### src/rtl/wb_reg_file_if.sv
// MEM/WB writeback and decode read-port bundle for the ARM register file.
// The master side is the pipeline/decode logic; the slave side is wb_reg_file.
interface wb_reg_file_if #(
  parameter int unsigned DATA_WIDTH = 32,
  parameter int unsigned ADDR_WIDTH = 4
);
  logic                  reg_write_enable_in;
  logic                  mem_to_reg_select_in;
  logic [ADDR_WIDTH-1:0] wb_rd_in;
  logic [DATA_WIDTH-1:0] alu_result_in;
  logic [DATA_WIDTH-1:0] mem_data_in;
  logic [DATA_WIDTH-1:0] pc_plus8_in;
  logic [ADDR_WIDTH-1:0] rn_addr;
  logic [ADDR_WIDTH-1:0] rm_addr;
  logic [ADDR_WIDTH-1:0] rd_addr;
  logic [DATA_WIDTH-1:0] rn_data;
  logic [DATA_WIDTH-1:0] rm_data;
  logic [DATA_WIDTH-1:0] rd_data;
  logic [DATA_WIDTH-1:0] wb_data_out;
  logic                  wb_commit;

  modport master (
    output reg_write_enable_in, mem_to_reg_select_in, wb_rd_in, alu_result_in, mem_data_in,
    output pc_plus8_in, rn_addr, rm_addr, rd_addr,
    input  rn_data, rm_data, rd_data, wb_data_out, wb_commit
  );

  modport slave (
    input  reg_write_enable_in, mem_to_reg_select_in, wb_rd_in, alu_result_in, mem_data_in,
    input  pc_plus8_in, rn_addr, rm_addr, rd_addr,
    output rn_data, rm_data, rd_data, wb_data_out, wb_commit
  );
endinterface

### src/rtl/wb_reg_file.sv
// ARM architectural register file at the MEM/WB boundary: writeback select, commit,
// and three combinational read ports with same-cycle bypass; R15 reads return PC+8.
module wb_reg_file #(
  parameter int unsigned DATA_WIDTH = 32,
  parameter int unsigned ADDR_WIDTH = 4,
  parameter int unsigned NUM_REGS   = 16,
  parameter int unsigned PC_INDEX   = 15
) (
  input logic         clk,
  input logic         reset,
  wb_reg_file_if.slave bus
);
  localparam logic [ADDR_WIDTH-1:0] PcAddr = ADDR_WIDTH'(PC_INDEX);

  logic [DATA_WIDTH-1:0] regs_q [NUM_REGS];
  logic                  wb_commit_q;
  logic [DATA_WIDTH-1:0] wb_data;
  logic                  bypass_en;
  logic [ADDR_WIDTH-1:0] raddr [3];
  logic [DATA_WIDTH-1:0] rdata [3];

  assign wb_data   = bus.mem_to_reg_select_in ? bus.mem_data_in : bus.alu_result_in;
  // A write held off by reset must not leak through the bypass either.
  assign bypass_en = bus.reg_write_enable_in && !reset;

  assign raddr[0] = bus.rn_addr;
  assign raddr[1] = bus.rm_addr;
  assign raddr[2] = bus.rd_addr;

  always_comb begin
    for (int p = 0; p < 3; p++) begin
      rdata[p] = '0;
      if (raddr[p] == PcAddr) begin
        rdata[p] = bus.pc_plus8_in;
      end else if (reset) begin
        rdata[p] = '0;
      end else if (bypass_en && (raddr[p] == bus.wb_rd_in)) begin
        rdata[p] = wb_data;
      end else begin
        rdata[p] = regs_q[raddr[p]];
      end
    end
  end

  // R15 storage is never written; PC updates belong to fetch/branch logic.
  always_ff @(posedge clk or posedge reset) begin
    if (reset) begin
      for (int i = 0; i < NUM_REGS; i++) begin
        regs_q[i] <= '0;
      end
      wb_commit_q <= 1'b0;
    end else begin
      if (bus.reg_write_enable_in && (bus.wb_rd_in != PcAddr)) begin
        regs_q[bus.wb_rd_in] <= wb_data;
      end
      wb_commit_q <= bus.reg_write_enable_in;
    end
  end

  assign bus.rn_data     = rdata[0];
  assign bus.rm_data     = rdata[1];
  assign bus.rd_data     = rdata[2];
  assign bus.wb_data_out = wb_data;
  assign bus.wb_commit   = wb_commit_q;
endmodule
### src/flat_wrapper.sv
// flat-port wrapper written by rule: the top's interface ports become plain ports
module wb_reg_file_flat 
#(
  parameter int unsigned DATA_WIDTH = 32,
  parameter int unsigned ADDR_WIDTH = 4,
  parameter int unsigned NUM_REGS   = 16,
  parameter int unsigned PC_INDEX   = 15
)
  (clk, reset, bus_reg_write_enable_in, bus_mem_to_reg_select_in, bus_wb_rd_in, bus_alu_result_in, bus_mem_data_in, bus_pc_plus8_in, bus_rn_addr, bus_rm_addr, bus_rd_addr, bus_rn_data, bus_rm_data, bus_rd_data, bus_wb_data_out, bus_wb_commit);
  wb_reg_file_if #(.DATA_WIDTH(DATA_WIDTH), .ADDR_WIDTH(ADDR_WIDTH)) bus_i ();
  input logic clk;
  input logic reset;
  input wire logic [$bits(bus_i.reg_write_enable_in)-1:0] bus_reg_write_enable_in;
  input wire logic [$bits(bus_i.mem_to_reg_select_in)-1:0] bus_mem_to_reg_select_in;
  input wire logic [$bits(bus_i.wb_rd_in)-1:0] bus_wb_rd_in;
  input wire logic [$bits(bus_i.alu_result_in)-1:0] bus_alu_result_in;
  input wire logic [$bits(bus_i.mem_data_in)-1:0] bus_mem_data_in;
  input wire logic [$bits(bus_i.pc_plus8_in)-1:0] bus_pc_plus8_in;
  input wire logic [$bits(bus_i.rn_addr)-1:0] bus_rn_addr;
  input wire logic [$bits(bus_i.rm_addr)-1:0] bus_rm_addr;
  input wire logic [$bits(bus_i.rd_addr)-1:0] bus_rd_addr;
  output wire logic [$bits(bus_i.rn_data)-1:0] bus_rn_data;
  output wire logic [$bits(bus_i.rm_data)-1:0] bus_rm_data;
  output wire logic [$bits(bus_i.rd_data)-1:0] bus_rd_data;
  output wire logic [$bits(bus_i.wb_data_out)-1:0] bus_wb_data_out;
  output wire logic [$bits(bus_i.wb_commit)-1:0] bus_wb_commit;
  assign bus_i.reg_write_enable_in = bus_reg_write_enable_in;
  assign bus_i.mem_to_reg_select_in = bus_mem_to_reg_select_in;
  assign bus_i.wb_rd_in = bus_wb_rd_in;
  assign bus_i.alu_result_in = bus_alu_result_in;
  assign bus_i.mem_data_in = bus_mem_data_in;
  assign bus_i.pc_plus8_in = bus_pc_plus8_in;
  assign bus_i.rn_addr = bus_rn_addr;
  assign bus_i.rm_addr = bus_rm_addr;
  assign bus_i.rd_addr = bus_rd_addr;
  assign bus_rn_data = bus_i.rn_data;
  assign bus_rm_data = bus_i.rm_data;
  assign bus_rd_data = bus_i.rd_data;
  assign bus_wb_data_out = bus_i.wb_data_out;
  assign bus_wb_commit = bus_i.wb_commit;
  wb_reg_file #(.DATA_WIDTH(DATA_WIDTH), .ADDR_WIDTH(ADDR_WIDTH), .NUM_REGS(NUM_REGS), .PC_INDEX(PC_INDEX)) u_core (.clk(clk), .reset(reset), .bus(bus_i));
endmodule
### config.mk
export PLATFORM = sky130hd
export DESIGN_NAME = wb_reg_file_flat
export DESIGN_NICKNAME = d
export VERILOG_FILES = /design/src/rtl/wb_reg_file_if.sv /design/src/rtl/wb_reg_file.sv /design/src/flat_wrapper.sv
export SDC_FILE = /design/constraint.sdc
export NUM_CORES = 2
export LEC_CHECK = 0
export CORE_MARGIN = 4
export CORE_UTILIZATION = 40
export DETAILED_ROUTE_END_ITERATION = 8
export SLEW_MARGIN = 15
export SYNTH_ARGS = -nofsm -noshare
export SYNTH_HDL_FRONTEND = slang
export SYNTH_SLANG_ARGS = --single-unit
### constraint.sdc
create_clock -name clk -period 18.9 [get_ports clk]
set_clock_uncertainty 0.15 [all_clocks]
set_input_delay 1.89 -clock clk [delete_from_list [all_inputs] [get_ports clk]]
set_output_delay 1.89 -clock clk [all_outputs]
set_load 0.005 [all_outputs]
Yosys cells after proc, flatten, opt, wreduce, memory -nomap -nowiden
Index checks and enable logic that the tools add are counted.

word-level totals
  register bits = 513
  bits in latches = 0
  bits in writable memories = 0
  ROM bits = 0
  input port bits = 116
  output and inout port bits = 129
  logic and storage cells = 62
  memories = 0

operators by class
  add/subtract/negate cells = 0
  $mul = 0
  div/mod/pow operators = 0
  magnitude comparators = 5
  equality and inequality tests = 7
  shifts and indexed selects = 0
  multiplexer cells = 22
  bitwise gates (word level) = 4
  reduce and logical (&&, ||, !) cells = 7

operator list
  kind                                                                   count
  32-bit two-way mux                                                     17
  512-bit bitwise mux                                                    1
  32-bit binary-select mux with 4-bit select                             3
  32-bit demux with 4-bit select                                         1
  5-bit >= comparator (second input constant)                            4
  4-bit NOT with 5-bit output                                            4
  4-bit == test                                                          3
  4-bit == test (second input constant)                                  3
  1-bit logical AND                                                      6
  5-bit by 1-bit < comparator with 1-bit output (second input constant)  1
  4-bit != test (second input constant)                                  1
  1-bit logical NOT                                                      1

Longest topological paths before layout
  depth after elaboration = 7
  depth in mapped cells = 8
  gate-level depth less buffers = 5

Worst setup path before layout
OpenSTA, ideal clock, no wires.

  kind = input to output
  from = input bus_rm_addr[2]
  to = output bus_rm_data[10]
  arrival time = 3.464 ns
  path slack = 13.396 ns
  stages = 7
  path buffers = 3
  cells stage by stage = buf_2 -> buf_2 -> buf_1 -> mux4_2 -> mux2_2 -> a211oi_1 -> o21ai_1

between the ends
  cells in the longest elaborated chain, start to end = 7

RTL lines
  item                                                    line                text
  from (decl)                                             flat_wrapper.sv:20  input wire logic [$bits(bus_i.rm_addr)-1:0] bus_rm_addr;
  4-bit NOT with 5-bit output (implied by the code)       wb_reg_file.sv:40   rdata[p] = regs_q[raddr[p]];
  32-bit binary-select mux with 4-bit select              wb_reg_file.sv:40
  32-bit two-way mux (implied by the code) (2 in series)  wb_reg_file.sv:40
  32-bit two-way mux                                      wb_reg_file.sv:37   end else if (bypass_en && (raddr[p] == bus.wb_rd_in)) begin
  32-bit two-way mux                                      wb_reg_file.sv:35   end else if (reset) begin
  32-bit two-way mux *                                    wb_reg_file.sv:33   if (raddr[p] == PcAddr) begin
  to (decl)                                               flat_wrapper.sv:23  output wire logic [$bits(bus_i.rm_data)-1:0] bus_rm_data;

Mark *: on every way between the ends. The rest lies on a longest branch, timed or not. The select of a mux whose other input is x is not followed.

Final worst setup path
  from = input bus_rm_addr[0]
  to = output bus_rm_data[9]

The elaborated chain is that of the path after synthesis.

==> impl_metrics.py <==
metrics = {
    "job": {
        "maxCapViolCount": 0,
    },
    "drt": {
        "viasPerCell": 6.459,
        "drtAntennaViolNets": 0,
        "wl_per_cell_um": 28.24,
        "drc": 0,
        "drtPass1Iterations": 5,
        "first_iter_violations": 3050,
        "routed_wl_um": 119900,
        "via_count": 27420,
    },
    "power": {
        "p_comb_share_pct": 28.0,
        "power_mw": 3.879,
        "p_leak_nw": 14.64,
        "peakVddDrop_mv": 0.07242,
        "p_per_area_nw_per_um2": 103.2,
        "clkPwrFrac_pct": 30.3,
        "power_switching_mw": 1.247,
        "sequentialPowerShare_pct": 41.7,
        "swShare_pct": 32.14,
        "internal-power_mw": 2.633,
    },
    "clock_network": {
        "cts_setup_buffers": 0,
        "htreeDepth": 2,
        "cts-buffers-inserted": 58,
        "clockBufferDepth": 3,
        "cts_resized": 0,
        "path_clk_slew_ns": 0.06,
        "clockRootBuffer": "clkbuf_16",
        "cts_tree": "yes",
        "clk_latency_ns": 0.62,
        "holdBufCountCts": 0,
        "cts_sinks": 513,
    },
    "global_route": {
        "grt_max_degree": 167,
        "grt_pass1_vias": 26680,
        "grtUsageTotal_pct": 27.37,
        "gr-total-overflow": 0,
        "antenna_found_initial": 7,
        "grt_pass1_wl_um": 178900,
    },
    "layout": {
        "finish.net_count": 3254,
        "postLayoutCoreUtil_pct": 46.61,
        "drive_gt1_share_pct": 19.92,
        "design_area_sq_um": 37600,
        "final_cell_mix": "513 x dfrtp_1, 416 x nor2_1, 352 x a21oi_1",
        "final_common_cell": "dfrtp_1",
        "instances_no_fill": 4246,
        "syn_to_final_growth_pct": 15.16,
    },
    "logic_synthesis": {
        "ys.flop_type": "dfrtp_1",
        "seq_area_frac_synth_pct": 39.31,
        "synth_cell_type_count": 39,
        "synth-seq-cells": 513,
        "ys_top_cells_by_area": "dfrtp_1 39%, mux4_2 22%, a21oi_1 5.4%",
        "synth_top_area_share_pct": 39.31,
        "synth_top_area_cell": "dfrtp_1",
        "synthCells": 3120,
        "avgSynthCellArea_sq_um": 10.47,
        "yosys_warnings": 0,
        "synth_edf_count": 0,
        "syn-num-nets": 3236,
        "synthArstFlopShare_pct": 100.0,
        "netlist_area_sq_um": 32650,
    },
    "sta": {
        "worst_slew_pin_slew_ns": 1.261,
        "rsz0062_at_grt": "no",
        "slew_headroom_pct": 15.82,
        "fin_setup_tns_ns": 0,
        "period_minus_slack_ns": 8.127,
        "finalHoldViolCount": 0,
        "drv_slew": 0,
        "max_freq_mhz": 123.1,
        "setup_violations": 0,
        "whs_ns": 0.2668,
        "fin_crit_sh_pct": 43.00,
        "final.setup.worst_slack_ns": 10.77,
    },
    "worst_setup_path": {
        "crit_path_end_kind": "output port",
        "critPathTopFamily": "buffers and inverters",
        "cp_max_fo": 36,
        "reg2reg_from": "u_core.regs_q[389]",
        "reg2regPathDepth": 2,
        "path_cells": "buf_4, buf_4, nand2b_2, buf_4, a211oi_1, a2111oi_0, buf_4, a211oi_1, o21ai_1, clkdlybuf4s50_1",
        "critical_path_required_ns": 16.86,
        "crit_slowest_cell": "buf_4",
        "crit_path_max_incr_delay_ns": 0.67,
        "critPathLaunch": "bus_rm_addr[0]",
        "crit_end": "bus_rm_data[9]",
        "arrival_ns": 6.09,
        "critPathBufInv": 5,
        "r2r-end": "u_core.regs_q[389]",
        "start_kind": "input pin",
        "cp.depth": 10,
        "path_class": "input pin to output port",
        "cp_common_cell": "buf_4",
        "rrSetupSlack_ns": 17.95,
    },
    "floorplanning": {
        "ios": 245,
        "die_w_um": 293.7,
        "die-area_sq_um": 86270,
        "die_h_um": 293.7,
        "start_util_pct": 40.47,
        "core_area_sq_um": 80680,
        "row_count": 104,
    },
    "min_path": {
        "hold_path_class": "register to register",
    },
    "placed_design": {
        "dp_hpwl_um": 68850,
        "place_ws_ns": 10.89,
        "io_buffers": 244,
        "dp_cells": 4137,
        "placed_cell_area_sq_um": 35610,
        "place_congestion": 0.8324,
    },
    "run_status": {
        "outcome": "finished clean",
    },
}
## how the worst min path moves through the flow
stage | startpoint | endpoint | slack, ns | cells after the start
after global placement | u_core.regs_q[1] | u_core.regs_q[1] | 0.25 | 0
final | u_core.regs_q[1] | u_core.regs_q[1] | 0.27 | 0
after floorplan | u_core.regs_q[0] | u_core.regs_q[0] | 0.31 | 1
after CTS | u_core.regs_q[1] | u_core.regs_q[1] | 0.27 | 0
after detailed placement | u_core.regs_q[1] | u_core.regs_q[1] | 0.26 | 0
after global routing | u_core.regs_q[7] | u_core.regs_q[7] | 0.29 | 0
## logic make-up (layout without fill, tap and decap cells)
group	Yosys count	after routing	synth area share, %
compound gates	869	869	15.43
simple gates	777	777	10.15
mux	548	548	29.34
flops	513	513	39.31
buf+inv	401	464	5.437
xor+xnor	12	12	0.3219
other cells	0	3	0
## final cells by class
cell class / instances / area, sq um
clock inverters: 25 / 265.3
diodes: 3 / 7.507
fillers: 7421 / 43080
clock buffers: 80 / 1688
inverters: 33 / 131.4
repair buffers: 326 / 3127
multi-input cells: 2206 / 18220
flip-flops and latches: 513 / 12840
well taps: 1060 / 1326
## sequential cells by signal, indices dropped and copies added, names as in the netlist
register              cells
u_core.regs_q           512
u_core.bus.wb_commit      1
## Yosys cell counts, drive strengths merged, types with 3 or more instances
| master | instances |
|---|---|
| nand4 | 64 |
| xor2 | 10 |
| buf | 120 |
| a211oi | 124 |
| inv | 33 |
| o221ai | 34 |
| o21ai | 290 |
| nor2 | 423 |
| mux2 | 94 |
| dfrtp | 513 |
| nand2 | 199 |
| mux4 | 318 |
| nand2b | 6 |
| nand3 | 4 |
| a21oi | 352 |
| clkbuf | 248 |
| a2111oi | 62 |
| nor3 | 3 |
| nor2b | 65 |
| mux2i | 136 |
## metal layers
metal  global-route usage [%]  part of all wire (%)  vias up  wire length [um]
li1                         -                     -    11690                 -
met1                    38.91                    41    13890             49520
met2                    41.94                    45     1599             53870
met3                    6.725                    11      239             13070
met4                    7.970                   2.8        6              3365
met5                   0.6652                 0.080        -                96
## power by group through the flow
stage	combinational, mW	clock (mW)	sequential [mW]
2_1_floorplan	0.797	0	1.52
5_1_grt	1.19	1.23	1.64
3_5_place_dp	1.08	0	1.62
4_1_cts	1.08	1.19	1.60
3_3_place_gp	1.06	0	1.62
6_report	1.09	1.18	1.62
Power figures use the tool's default switching activity.
